--- config.mk ---
export PLATFORM = sky130hd
export DESIGN_NAME = seg7_scan_to_bcd_flat
export DESIGN_NICKNAME = d
export VERILOG_FILES = /design/src/rtl/seg7_scan_to_bcd_if.sv /design/src/rtl/seg7_scan_to_bcd.sv /design/src/flat_wrapper.sv
export SDC_FILE = /design/constraint.sdc
export NUM_CORES = 1
export LEC_CHECK = 0
export BUFFER_PORTS_ARGS = -buffer_cell sky130_fd_sc_hd__buf_2
export CAP_MARGIN = 20
export CORE_ASPECT_RATIO = 1.2
export CORE_MARGIN = 1
export CORE_UTILIZATION = 57
export DETAILED_ROUTE_END_ITERATION = 12
export PLACE_DENSITY = 0.78
export SETUP_SLACK_MARGIN = 0.3
export SLEW_MARGIN = 10
export SYNTH_ARGS = -nofsm -noshare
export SYNTH_HDL_FRONTEND = slang
export SYNTH_SLANG_ARGS = --single-unit
--- constraint.sdc ---
create_clock -name clk -period 2.5 [get_ports clk]
set_input_delay 0.75 -clock clk [delete_from_list [all_inputs] [get_ports clk]]
set_output_delay 0.75 -clock clk [all_outputs]
set_load 0.05 [all_outputs]
--- src/rtl/seg7_scan_to_bcd_if.sv ---
`default_nettype none
// ============================================================================
// Module   : seg7_scan_to_bcd_if
// Brief    : Multiplexed 7-segment scan bus plus the decoded frame outputs.
// Revision : 1.0 - initial release
// ============================================================================
interface seg7_scan_to_bcd_if #(
    parameter int NDIG = 4
);
    logic [NDIG-1:0]   dig_sel;
    logic [6:0]        seg;
    logic [4*NDIG-1:0] bcd_out;
    logic              frame_valid;
    logic              frame_err;

    modport master (
        output dig_sel,
        output seg,
        input  bcd_out,
        input  frame_valid,
        input  frame_err
    );

    modport slave (
        input  dig_sel,
        input  seg,
        output bcd_out,
        output frame_valid,
        output frame_err
    );
endinterface
`default_nettype wire

--- src/rtl/seg7_scan_to_bcd.sv ---
`default_nettype none
// ============================================================================
// Module   : seg7_scan_to_bcd
// Brief    : Converts a scanned N-digit 7-segment bus back into a BCD frame.
// Revision : 1.0 - initial release
// ============================================================================
module seg7_scan_to_bcd #(
    parameter int NDIG   = 4,
    parameter int SETTLE = 4
) (
    input  wire logic         clk,
    input  wire logic         rst_n,
    seg7_scan_to_bcd_if.slave bus
);

    localparam logic [7:0]      c_settle    = 8'(SETTLE);
    localparam logic [7:0]      c_settle_m1 = 8'(SETTLE - 1);
    localparam logic [NDIG-1:0] c_one       = {{(NDIG-1){1'b0}}, 1'b1};

    typedef enum logic [0:0] {
        ST_ACQ     = 1'b0,
        ST_PUBLISH = 1'b1
    } state_t;

    state_t            state_q;
    logic [NDIG-1:0]   sel_q;
    logic [6:0]        seg_q;
    logic [7:0]        cnt_q;
    logic [NDIG-1:0]   mask_q;
    logic [NDIG-1:0]   inv_q;
    logic [4*NDIG-1:0] digits_q;
    logic [4*NDIG-1:0] bcd_out_q;
    logic              frame_valid_q;
    logic              frame_err_q;

    logic [NDIG-1:0]   w_sel;
    logic [6:0]        w_seg;
    logic              w_onehot;
    logic              w_changed;
    logic              w_capture;
    logic [3:0]        w_dec;
    logic              w_bad;
    logic [NDIG-1:0]   w_mask_d;
    logic [NDIG-1:0]   w_inv_d;

    assign w_sel = bus.dig_sel;
    assign w_seg = bus.seg;

    always_comb begin
        w_onehot  = (w_sel != '0) && ((w_sel & (w_sel - c_one)) == '0);
        w_changed = (w_sel != sel_q) || (w_seg != seg_q);
        // The SETTLE-th consecutive identical edge; cnt then saturates so one dwell captures once.
        w_capture = w_onehot && !w_changed && (cnt_q == c_settle_m1);
        w_mask_d  = mask_q | w_sel;
        w_inv_d   = (inv_q & ~w_sel) | (w_bad ? w_sel : '0);
    end

    always_comb begin
        w_dec = 4'hE;
        w_bad = 1'b1;
        case (w_seg)
            7'h7E:   begin w_dec = 4'h0; w_bad = 1'b0; end
            7'h30:   begin w_dec = 4'h1; w_bad = 1'b0; end
            7'h6D:   begin w_dec = 4'h2; w_bad = 1'b0; end
            7'h79:   begin w_dec = 4'h3; w_bad = 1'b0; end
            7'h33:   begin w_dec = 4'h4; w_bad = 1'b0; end
            7'h5B:   begin w_dec = 4'h5; w_bad = 1'b0; end
            7'h5F:   begin w_dec = 4'h6; w_bad = 1'b0; end
            7'h70:   begin w_dec = 4'h7; w_bad = 1'b0; end
            7'h7F:   begin w_dec = 4'h8; w_bad = 1'b0; end
            7'h7B:   begin w_dec = 4'h9; w_bad = 1'b0; end
            7'h00:   begin w_dec = 4'hF; w_bad = 1'b0; end
            default: begin w_dec = 4'hE; w_bad = 1'b1; end
        endcase
    end

    always_ff @(posedge clk or negedge rst_n) begin
        if (!rst_n) begin
            state_q       <= ST_ACQ;
            sel_q         <= '0;
            seg_q         <= '0;
            cnt_q         <= '0;
            mask_q        <= '0;
            inv_q         <= '0;
            digits_q      <= '0;
            bcd_out_q     <= '0;
            frame_valid_q <= 1'b0;
            frame_err_q   <= 1'b0;
        end else begin
            frame_valid_q <= 1'b0;
            sel_q         <= w_sel;
            seg_q         <= w_seg;

            if (!w_onehot) begin
                cnt_q <= '0;
            end else if (w_changed) begin
                cnt_q <= 8'd1;
            end else if (cnt_q < c_settle) begin
                cnt_q <= cnt_q + 8'd1;
            end

            if (w_capture) begin
                for (int i = 0; i < NDIG; i++) begin
                    if (w_sel[i]) begin
                        digits_q[4*i +: 4] <= w_dec;
                    end
                end
            end

            case (state_q)
                ST_ACQ: begin
                    if (w_capture) begin
                        mask_q <= w_mask_d;
                        inv_q  <= w_inv_d;
                        if (&w_mask_d) begin
                            state_q <= ST_PUBLISH;
                        end
                    end
                end
                ST_PUBLISH: begin
                    // bcd_out reads the pre-edge store, so a coincident capture only seeds the next frame.
                    bcd_out_q     <= digits_q;
                    frame_err_q   <= |inv_q;
                    frame_valid_q <= 1'b1;
                    mask_q        <= w_capture ? w_sel : '0;
                    inv_q         <= (w_capture && w_bad) ? w_sel : '0;
                    state_q       <= ST_ACQ;
                end
                default: state_q <= ST_ACQ;
            endcase
        end
    end

    assign bus.bcd_out     = bcd_out_q;
    assign bus.frame_valid = frame_valid_q;
    assign bus.frame_err   = frame_err_q;

endmodule
`default_nettype wire

--- src/flat_wrapper.sv ---
// flat-port wrapper written by rule: the top's interface ports become plain ports
module seg7_scan_to_bcd_flat 
#(
    parameter int NDIG   = 4,
    parameter int SETTLE = 4
)
  (clk, rst_n, bus_dig_sel, bus_seg, bus_bcd_out, bus_frame_valid, bus_frame_err);
  seg7_scan_to_bcd_if #(.NDIG(NDIG)) bus_i ();
  input  wire logic clk;
  input  wire logic rst_n;
  input wire logic [$bits(bus_i.dig_sel)-1:0] bus_dig_sel;
  input wire logic [$bits(bus_i.seg)-1:0] bus_seg;
  output wire logic [$bits(bus_i.bcd_out)-1:0] bus_bcd_out;
  output wire logic [$bits(bus_i.frame_valid)-1:0] bus_frame_valid;
  output wire logic [$bits(bus_i.frame_err)-1:0] bus_frame_err;
  assign bus_i.dig_sel = bus_dig_sel;
  assign bus_i.seg = bus_seg;
  assign bus_bcd_out = bus_i.bcd_out;
  assign bus_frame_valid = bus_i.frame_valid;
  assign bus_frame_err = bus_i.frame_err;
  seg7_scan_to_bcd #(.NDIG(NDIG), .SETTLE(SETTLE)) u_core (.clk(clk), .rst_n(rst_n), .bus(bus_i));
endmodule
== After elaboration in Yosys (flattened, before gate mapping) ==
Cells that the tools add are included.

* Add/sub/neg operators: 2
* Order comparisons: 1
* Equal/unequal tests: 15
* Mux-type cells: 16
* Bitwise operators: 6
* Reductions and logical operators: 16

{| class="wikitable"
|+ Operator list
! operator !! count
|-
| 7-bit equality test, second input constant || 8
|-
| 4-bit case mux with 11 select lines || 1
|-
| 8-bit two-way mux || 3
|-
| 4-bit two-way mux || 5
|-
| 4-bit case mux with 2 select lines || 2
|-
| 7-bit by 6-bit equality test with 1-bit output, second input constant || 2
|-
| 11-bit OR reduction || 1
|-
| 8-bit by 1-bit adder with 8-bit output, second input constant || 1
|-
| 4-bit AND || 2
|-
| 8-bit by 2-bit equality test with 1-bit output, second input constant || 1
|-
| 8-bit by 3-bit < comparator with 1-bit output, second input constant || 1
|-
| 4-bit OR || 2
|-
| 2-bit AND reduction || 4
|-
| 7-bit logical NOT || 1
|-
| 7-bit inequality test || 1
|-
| 1-bit logical AND || 4
|-
| 4-bit logical NOT || 1
|-
| 1-bit two-way mux || 4
|-
| 4-bit inequality test || 1
|-
| 4-bit inverter || 1
|-
| 4-bit AND reduction || 1
|-
| 4-bit nonzero test || 1
|-
| 4-bit OR reduction || 1
|-
| 4-bit by 1-bit subtractor with 4-bit output, second input constant || 1
|-
| 6 further kinds || 6
|}

* Bits in registers: 62
* Input port bits: 13
* Output and inout port bits: 18
* Logic and storage cells: 69

== Depth between registers and ports, before layout ==
* Word-level depth: 9
* Depth in mapped cells: 7

== Worst setup path before layout ==
Ideal clock, no wire load.

* Kind: input to register
* Start: input bus_seg[2]
* End: register u_core.digits_q[11]
* Data arrival time: 2.352 ns
* Required time: 2.375 ns
* Setup slack: 0.023 ns
* Stages: 6
* Buffers on the path: 1
* Cell sequence: buf_4 or4_4 nor3_4 nor4_1 a221o_2 mux2_2

* Word-level cells in the longest chain between the ends: 6
* Elaborated cells on any way between the ends: 18
* Those cells by class: eq/ne (11); mux (1); reduce/logical (6)

{| class="wikitable"
|+ Ends and longest elaborated chain
! item !! RTL line !! text
|-
| start: declaration || flat_wrapper.sv:12 || <nowiki>input wire logic [$bits(bus_i.seg)-1:0] bus_seg;</nowiki>
|-
| 7-bit inequality test || seg7_scan_to_bcd.sv:51 || <nowiki>w_changed = (w_sel != sel_q) || (w_seg != seg_q);</nowiki>
|-
| 1-bit logical OR || seg7_scan_to_bcd.sv:51 ||
|-
| 1-bit logical NOT || seg7_scan_to_bcd.sv:53 || <nowiki>w_capture = w_onehot && !w_changed && (cnt_q == c_settle_m1);</nowiki>
|-
| 1-bit logical AND (2 in a row) || seg7_scan_to_bcd.sv:53 ||
|-
| 2-bit AND reduction (no source line) || -- ||
|-
| end signal: indexed assignment || seg7_scan_to_bcd.sv:105 || <nowiki>digits_q[4*i +: 4] <= w_dec;</nowiki>
|-
| end: declaration || seg7_scan_to_bcd.sv:31 || <nowiki>logic [4*NDIG-1:0] digits_q;</nowiki>
|}

Parallel ways exist; a longest one is shown, timed or not.
A chain may end at the register's enable or synchronous reset.

== Final worst setup path ==
* Start: input bus_seg[1]
* End: register u_core.digits_q[1]

The elaborated chain is that of the path after synthesis.

==> results.cfg <==
[floorplan]
io_pins = 31
initial_core_util_pct = 60.39
die_area_sq_mm = 0.004896
fp.dieW_microns = 64.04
num_rows = 26
core_area_sq_mm = 0.004359
die_h_microns = 76.45

[synthesis]
synthMuxAreaShare_pct = 15.97
synth_xor_area_share_pct = 4.658
synthSimpleGateAreaFrac_pct = 12.40
avgSynthCellArea_sq_um = 12.78
yosysTopAreaCell = dfrtp_1
yosysWarnings = 0
synthAdderAreaFrac_pct = 0.4753
synth_area_sq_mm = 0.002633
synth_top_area_share_pct = 58.94
ys_seq_area_share_pct = 58.94
syn-num-nets = 220
synth_area_leaders = dfrtp_1, mux2_2, xnor2_1
synth_top_family_by_area = multiplexers
synth_compound_area_share_pct = 4.610
synth-edff-count = 0
async_flop_share_pct = 100.0
synthFlopType = dfrtp_1
yosysUniqueCellTypes = 39
yosys_register_bits = 62
syn_inst = 206

[placed_design]
port_buffers = 30
place_ws_ns = 0.01746
gp_congestion = 0.9221
dp.cells = 297
place_hpwl_microns = 3348
place_area_sq_mm = 0.002964

[cts]
ctsHoldBuffers = 0
root_buffer = clkbuf_8
ctsResizeCount = 0
clkSinkCount = 62
postCtsSetupBuffers = 0
cts_tree = yes
cts_buffers = 9
clock_latency_ns = 0.33
cts_max_level = 3
clk_pin_slew_ns = 0.06
clockBufferDepth = 2

[power_and_ir_drop]
pwr-share-clk_pct = 45.5
p_int_mw = 1.647
p_per_area_mw_per_mm2 = 654.8
design_power_total_mw = 2.085
peakVddDrop_mv = 0.5064
p_leak_nw = 1.665
p_seq_share_pct = 48.9
p_sw_mw = 0.4379
switching_share_pct = 21.00
power_frac_comb_pct = 5.6

[setup_path]
end_kind = flip-flop
crit_fanout = 7
start_kind = input port
critPathArrivalTime_ns = 2.36
path_class = input port to flip-flop
cp.required_ns = 2.72
reg2regPathDepth = 6

[cells_and_area]
n_fill_cell = 305
multi_input_area_sq_mm = 0.001039
final_util_pct = 73.05
final-instance-count-excl-fill = 313
antenna_cells = 0
nets = 266
layout-drive-gt1-share_pct = 39.69
regArea_sq_mm = 0.001551
design_area_sq_mm = 0.003184
area_growth_pct = 20.96

[timing]
setup_viol = 0
layout_setup_ws_ns = 0.3563
rsz0062_at_grt = no
final_max_slew_viol_count = 0
relSlewSlack_pct = 68.64
tightest_slew_ns = 0.4668
fin_hold_ws_ns = 0.4175
min_period_ns = 2.144
fmax_mhz = 466.5
hold_viol = 0
fin_crit_sh_pct = 85.75
tns_ns = 0
finalClockSkew_ns = 0.008257

[global_routing]
antenna_found_initial = 0
grt_pass1_wl_microns = 8783
grt_start_max_net_pins = 63
overflow = 0
grt_pass1_vias = 1826
grt_usage_pct = 23.87

[route]
wl_microns = 4882
first_pass_iters = 4
drc = 0
wl_per_cell_microns = 15.60
vias = 1741
vias_per_cell = 5.562
ant_nets = 0
drtIter0Drc = 141

[min_path]
worstHoldPathType = input port to asynchronous set/reset pin

[outcome]
status = complete, no violations

[run]
maxCapViolCount = 0
## synthesized netlist by cell type (all sizes together) (2+ instances only)
| cell type | count |
|---|---|
| xor2 | 3 |
| nor4 | 3 |
| mux2i | 6 |
| nor2 | 8 |
| xnor2 | 11 |
| nand2 | 6 |
| mux2 | 32 |
| dfrtp | 62 |
| a21oi | 2 |
| nand2b | 4 |
| o21ai | 7 |
| o22ai | 2 |
| or3b | 2 |
| nand3 | 3 |
| clkbuf | 7 |
| nor3 | 9 |
| nand4 | 7 |
| or4 | 2 |
| inv | 5 |
| nand3b | 3 |
| buf | 5 |
| a221o | 2 |
| and3 | 7 |
## per-layer routing
layer | part of all wire (%) | global-route usage (%)
met1 | 45 | 30.91
met2 | 51 | 38.30
met3 | 3.2 | 6.287
met4 | 1.0 | 8.864
met5 | 0 | 0
## power by group through the flow
stage	sequential [mW]	clock, mW	combinational [mW]
final	1.02	0.949	0.116
after detailed placement	1.04	0	0.117
after CTS	1.02	0.970	0.118
after global routing	1.02	1.01	0.131
after floorplan	1.04	0	0.0638
after global placement	1.04	0	0.116
## critical path, cell delays in order
cell and delay, ns:
buf_2 0.10, buf_4 0.15, xnor2_1 0.23, nand4_1 0.15
nor3_2 0.35, nand4_1 0.15, buf_4 0.20, mux2_2 0.27
## registers in the layout (all words and copies together) (netlist names), named ones only
signal and count:
u_core.cnt_q 8, u_core.sel_q 4, u_core.mask_q 4, u_core.bus.frame_valid 1, u_core.state_q 1, u_core.digits_q 16
u_core.bus.frame_err 1, u_core.seg_q 7, u_core.bus.bcd_out 16
## worst paths after layout
path | start | to | slack, ns
setup reg to reg | u_core.seg_q[1]$_DFF_PN0_ | u_core.digits_q[1]$_DFFE_PN0P_ | 0.68
setup / recovery | bus_seg[1] | u_core.digits_q[1]$_DFFE_PN0P_ | 0.36
hold reg to reg | u_core.digits_q[1]$_DFFE_PN0P_ | u_core.bus.bcd_out[1]$_DFFE_PN0P_ | 0.50
min in group clk | u_core.digits_q[1]$_DFFE_PN0P_ | u_core.bus.bcd_out[1]$_DFFE_PN0P_ | 0.50
max in group asynchronous | rst_n | u_core.bus.bcd_out[14]$_DFFE_PN0P_ | 1.82
hold / removal | rst_n | u_core.cnt_q[0]$_DFFE_PN0P_ | 0.42
## logic make-up (layout without fill, tap and decap cells)
| logic type | count (synthesis) | in the layout |
|---|---|---|
| DFF | 62 | 62 |
| buffers and inverters | 17 | 68 |
| muxes | 38 | 38 |
| adders and majority gates | 1 | 1 |
| and+or+nand+nor | 56 | 56 |
| AOI/OAI and AO/OA | 18 | 18 |
| xor gates and xnor gates | 14 | 14 |
## placed cells by master (no fill, tap or decap), types with 2 or more instances in the layout
| cell | count |
|---|---|
| bufinv_16 | 2 |
| dfrtp_1 | 62 |
| nor4_1 | 3 |
| clkbuf_8 | 10 |
| nand2b_1 | 4 |
| nand2_1 | 6 |
| xnor2_1 | 9 |
| buf_4 | 16 |
| inv_1 | 5 |
| mux2_4 | 2 |
| nand3b_1 | 3 |
| nor3_2 | 2 |
| o22ai_1 | 2 |
| mux2_2 | 30 |
| and3_1 | 7 |
| clkbuf_1 | 2 |
| nand3_1 | 3 |
| buf_2 | 30 |
| xnor2_2 | 2 |
| nand4_1 | 7 |
| nor2_1 | 8 |
| o21ai_0 | 6 |
| a21oi_1 | 2 |
| xor2_1 | 3 |
| mux2i_1 | 6 |
| clkinv_2 | 2 |
| nor3_1 | 6 |
## final cells by class
cell class / count / area share, %
Clock buffer: 12 / 4.558
Tap cell: 56 / 2.200
Inverter: 5 / 0.5894
Timing Repair Buffer: 47 / 9.116
Sequential cell: 62 / 48.72
Clock inverter: 4 / 2.200
Multi-Input combinational cell: 127 / 32.61
Note: power is estimated with default switching activity, not from simulation.
